## src/rtl/div_unit.sv

```systemverilog
// rtl/div_unit.sv - multicycle signed restoring divider, one quotient bit per cycle
module div_unit #(
  parameter int WIDTH = 32
) (
  input  logic             clock,
  input  logic             reset,
  input  logic             ctrl_DIV,
  input  logic [WIDTH-1:0] data_operandA,
  input  logic [WIDTH-1:0] data_operandB,
  output logic [WIDTH-1:0] data_result,
  output logic             data_exception,
  output logic             data_resultRDY
);

  localparam int CW = $clog2(WIDTH + 1);

  localparam logic [1:0] IDLE = 2'd0;
  localparam logic [1:0] RUN  = 2'd1;
  localparam logic [1:0] DONE = 2'd2;

  localparam logic [WIDTH-1:0] MIN_VAL = {1'b1, {(WIDTH-1){1'b0}}};

  logic [1:0]       state;
  logic [CW-1:0]    count;
  logic [WIDTH-1:0] abs_b;
  logic [WIDTH-1:0] rem;
  logic [WIDTH-1:0] quo;
  logic             sign;
  logic             div0;
  logic             ovf;

  logic [WIDTH-1:0] abs_a_in;
  logic [WIDTH-1:0] abs_b_in;
  logic [WIDTH:0]   rem_shift;
  logic [WIDTH:0]   divisor_ext;
  logic             fits;
  logic [WIDTH-1:0] rem_next;
  logic [WIDTH-1:0] quo_next;

  // Magnitudes of the incoming operands; MIN maps onto 2^(WIDTH-1) as an unsigned value.
  always_comb begin
    abs_a_in = data_operandA[WIDTH-1] ? -data_operandA : data_operandA;
    abs_b_in = data_operandB[WIDTH-1] ? -data_operandB : data_operandB;
  end

  // The shifted partial remainder carries one extra bit so a 2^(WIDTH-1) divisor compares exactly.
  always_comb begin
    rem_shift   = {rem, quo[WIDTH-1]};
    divisor_ext = {1'b0, abs_b};
    fits        = (rem_shift >= divisor_ext);
    rem_next    = fits ? WIDTH'(rem_shift - divisor_ext) : rem_shift[WIDTH-1:0];
    quo_next    = {quo[WIDTH-2:0], fits};
  end

  always_ff @(posedge clock or posedge reset) begin
    if (reset) begin
      state          <= IDLE;
      count          <= '0;
      abs_b          <= '0;
      rem            <= '0;
      quo            <= '0;
      sign           <= 1'b0;
      div0           <= 1'b0;
      ovf            <= 1'b0;
      data_result    <= '0;
      data_exception <= 1'b0;
      data_resultRDY <= 1'b0;
    end else begin
      data_resultRDY <= 1'b0;
      if (ctrl_DIV) begin
        // A start in any state abandons whatever was in flight.
        state <= RUN;
        count <= '0;
        rem   <= '0;
        quo   <= abs_a_in;
        abs_b <= abs_b_in;
        sign  <= data_operandA[WIDTH-1] ^ data_operandB[WIDTH-1];
        div0  <= (data_operandB == '0);
        ovf   <= (data_operandA == MIN_VAL) && (data_operandB == '1);
      end else begin
        case (state)
          RUN: begin
            rem   <= rem_next;
            quo   <= quo_next;
            count <= count + 1'b1;
            if (count == CW'(WIDTH - 1)) begin
              state <= DONE;
            end
          end
          DONE: begin
            state          <= IDLE;
            data_resultRDY <= 1'b1;
            if (div0) begin
              data_result    <= '0;
              data_exception <= 1'b1;
            end else if (ovf) begin
              data_result    <= MIN_VAL;
              data_exception <= 1'b1;
            end else begin
              data_result    <= sign ? -quo : quo;
              data_exception <= 1'b0;
            end
          end
          default: state <= IDLE;
        endcase
      end
    end
  end

endmodule

```

## config.mk

```make
export PLATFORM = sky130hd
export DESIGN_NAME = div_unit
export DESIGN_NICKNAME = d
export VERILOG_FILES = /design/src/rtl/div_unit.sv
export SDC_FILE = /design/constraint.sdc
export NUM_CORES = 1
export LEC_CHECK = 0
export CORE_UTILIZATION = 63
export CTS_CLUSTER_SIZE = 12
export DETAILED_ROUTE_END_ITERATION = 12
export GPL_ROUTABILITY_DRIVEN = 0
export PLACE_DENSITY = 0.84
export SETUP_SLACK_MARGIN = 0.1
export SLEW_MARGIN = 20
export SYNTH_ARGS = -nofsm -noshare
export SYNTH_HDL_FRONTEND = slang
export SYNTH_SLANG_ARGS = --single-unit
```

## constraint.sdc

```tcl
create_clock -name clock -period 10.66 [get_ports clock]
set_input_delay 2.132 -clock clock [delete_from_list [all_inputs] [get_ports clock]]
set_output_delay 2.132 -clock clock [all_outputs]
set_load 0.02 [all_outputs]
```

==> results_dict.tcl <==
set metrics [dict create \
    yosysWarnings 0 \
    cts_tree "yes" \
    pwr_density_cell_nw_per_um2 195 \
    mostFrequentLayoutCell "dfrtp_1" \
    fin_setup_tns_ns 0 \
    drtIter0Drc 738 \
    yosys_register_bits 141 \
    wirelength_um 25000 \
    irDropWorstVdd_mv 0.135 \
    drcViolationCount 0 \
    synth_cells 1137 \
    seqCellArea_um2 3530 \
    firstDrtPassIters 5 \
    crit_family "simple AND/OR/NAND/NOR gates" \
    rsz0062_at_grt "no" \
    crit_chain "clkdlybuf4s50_1 -> inv_1 -> ha_1 -> or3b_2 -> nor2_1 -> nand4b_1 -> or4_1 -> nand2b_1 -> o41ai_1 -> xor2_1 -> a21oi_1" \
    cpMaxStageDelayCell "or3b_2" \
    synth_ff_type "dfrtp_1" \
    grt_usage_pct 32.4 \
    setup_viol 0 \
    slew_viol_final 0 \
    wl_per_cell_um 17.8 \
    cts.sinks 141 \
    wl_met2_um 12400 \
    hpwl_um 17900 \
    cts_buffers 17 \
    root_buffer "clkbuf_16" \
    h-tree-depth 4 \
    cts_setup_buffers 0 \
    max_slew_margin_pct 33.9 \
    globalRouteOverflowTotal 0 \
    placed_area_um2 10800 \
    die-area_um2 16000 \
    hold_path_startpoint "data_result[27]$_DFFE_PP0P_" \
    startpoint_type "input port" \
    synthToLayoutAreaGrowth_pct 17.1 \
    highest_layer "met5" \
    hold_viol 0 \
    crit_fanout 5 \
    fin_skew_ns 0.00798 \
    async_flop_share_pct 100 \
    critical_path_buf_inv_count 2 \
    cts-resized-gates 0 \
    die_x_um 126 \
    tightest_slew_ns 0.992 \
    grt_pass1_wl_um 41000 \
    hold_buffers 0 \
    postRouteAntennaNets 0 \
    max_freq_ghz 0.214 \
    reg2reg_to "rem[30]$_DFFE_PP0P_" \
    m1WireLength_um 10500 \
    multiInputGateArea_um2 5800 \
    whs_path_depth 2 \
    die_h_um 126 \
    first_global_vias 8382 \
    via_count 8721 \
    ys_seq_area_share_pct 36.2 \
    core_um2 15100 \
    fin_crit_sh_pct 43.9 \
    syn_area_per_cell_um2 8.58 \
    crit_type "in2reg" \
    final_area_um2 11400 \
    initial_core_util_pct 64.4 \
    end_kind "flip-flop" \
    r2r_slack_ns 6.71 \
    timing.rr.start "abs_b[21]$_DFFE_PP0P_" \
    min_to "data_result[27]$_DFFE_PP0P_" \
    grt_max_degree 108 \
    timing.hold.ws_ns 0.473 \
    ios 101 \
    p_leak_nw 4.96 \
    cp.required_ns 10.92 \
    clock_latency_ns 0.43 \
    clkSlewWorstSetupHoldPaths_ns 0.06 \
    netlist_area_um2 9750 \
    yosysUniqueCellTypes 62 \
    avgViaCountPerCell 6.21 \
    final_cell_mix "141 x dfrtp_1, 116 x nand2_1, 98 x clkdlybuf4s50_1, 96 x nor2_1, 92 x o21ai_0" \
    pre_cts_ws_ns 5.60 \
    io_buffer_count 100 \
    clock_tree.buffer_depth 2 \
    hold_class "reg2reg" \
    drive_gt1_share_pct 5.43 \
    synth-edff-count 0 \
    worst_slack_ns 5.99 \
    period_needed_ns 4.67 \
    antenna_found_initial 1 \
    cap_violations 0 \
    nets 1308 \
    worstPathArrival_ns 4.93 \
    wl_met3_um 1400 \
    syn_nets 1242 \
    nFillCells 1097 \
    critPathMaxStageDelay_ns 0.49 \
    reg2reg_depth 11 \
    diodes 0 \
    rows 45 \
    finalPower_mw 2.22 \
    status "finished clean" \
]
[through the flow]
step	util (%)	instances
final	75.4	1404
after global routing	75.4	1404
after CTS	75.4	1404
after detailed placement	71.5	1372
after global placement	71.5	1372
after floorplan	-	1137
[registers in the layout, indices dropped and copies added, names as in the netlist, 2 cells and up]
| signal | count |
|---|---|
| rem | 32 |
| abs_b | 32 |
| state | 2 |
| data_result | 32 |
| quo | 32 |
| count | 6 |
[tightest hold or removal path: cells and delay by family, from the launching register on]
| kind | cells | cell delay, ns |
|---|---|---|
| flops | 1 | 0.34 |
| simple gates | 1 | 0.04 |
| compound gates | 1 | 0.06 |
[area by class of cell]
cell class              instances  area share (%)
multi-input cells             879            50.8
flip-flops and latches        141            30.9
repair buffers                108            9.23
clock buffers                  22            4.15
well taps                     188            2.06
inverters                      56            1.88
clock inverters                10           0.975
[cells by family (layout without fill, tap and decap cells)]
family | count (synthesis) | count (layout) | synth area share (%)
flops | 141 | 141 | 36.2
mux | 50 | 50 | 5.16
compound gates | 326 | 326 | 21.1
xor+xnor | 119 | 119 | 10.7
fa+ha+maj | 38 | 38 | 4.95
buf+inv | 117 | 196 | 4.62
simple gates | 346 | 346 | 17.3
[cells in the mapped netlist (all sizes together), types with 3 or more instances]
| master | n | area [um2] |
|---|---|---|
| a311oi | 4 | 35.0 |
| o21a | 8 | 60.1 |
| nor2 | 96 | 360 |
| o21ai | 98 | 490 |
| inv | 56 | 210 |
| xor2 | 77 | 674 |
| nand3b | 7 | 52.6 |
| nor3b | 5 | 37.5 |
| mux2i | 48 | 480 |
| o41ai | 11 | 96.3 |
| xnor2 | 42 | 368 |
| nor4 | 15 | 109 |
| nor3 | 12 | 65.1 |
| or4 | 11 | 93.8 |
| clkbuf | 46 | 174 |
| a21o | 19 | 143 |
| or3 | 9 | 66.3 |
| dfrtp | 141 | 3530 |
| or2 | 8 | 50.1 |
| ha | 37 | 463 |
| and2 | 9 | 56.3 |
| nand4b | 4 | 35.0 |
| o211ai | 4 | 30.0 |
| o22ai | 3 | 18.8 |
| o31ai | 31 | 260 |
| a31oi | 6 | 37.5 |
| buf | 15 | 66.3 |
| nand2 | 116 | 435 |
| a21oi | 84 | 420 |
| nand4 | 19 | 119 |
| nand2b | 13 | 81.3 |
| and3 | 3 | 18.8 |
| nand3 | 11 | 55.1 |
| nor2b | 6 | 37.5 |
| o31a | 3 | 26.3 |
| a211oi | 38 | 285 |
[power breakdown]
part	leakage (nW)	switching (mW)	internal, mW
combinational	2.88	0.527	0.390
clock	0.294	0.232	0.362
sequential	1.79	0.0860	0.624
total	4.96	0.845	1.38
[worst max path at each step]
stage | cells past startpoint | slack (ns) | endpoint | start
CTS | 11 | 6.02 | abs_b[30]$_DFFE_PP0P_ | data_operandB[1]
global route | 11 | 5.81 | abs_b[30]$_DFFE_PP0P_ | data_operandB[0]
finish | 11 | 5.99 | abs_b[30]$_DFFE_PP0P_ | data_operandB[1]
global placement | 11 | 5.62 | abs_b[30]$_DFFE_PP0P_ | data_operandB[1]
floorplan | 1 | 4.75 | abs_b[0]$_DFFE_PP0P_ | reset
detailed placement | 11 | 5.60 | abs_b[30]$_DFFE_PP0P_ | data_operandB[1]
[routing by layer]
metal	vias up	global-route usage, %
li1	4184	-
met2	315	56.3
met3	61	5.23
met5	-	0
met1	4159	40.5
met4	2	12.9
(Power assumes the default switching activity.)
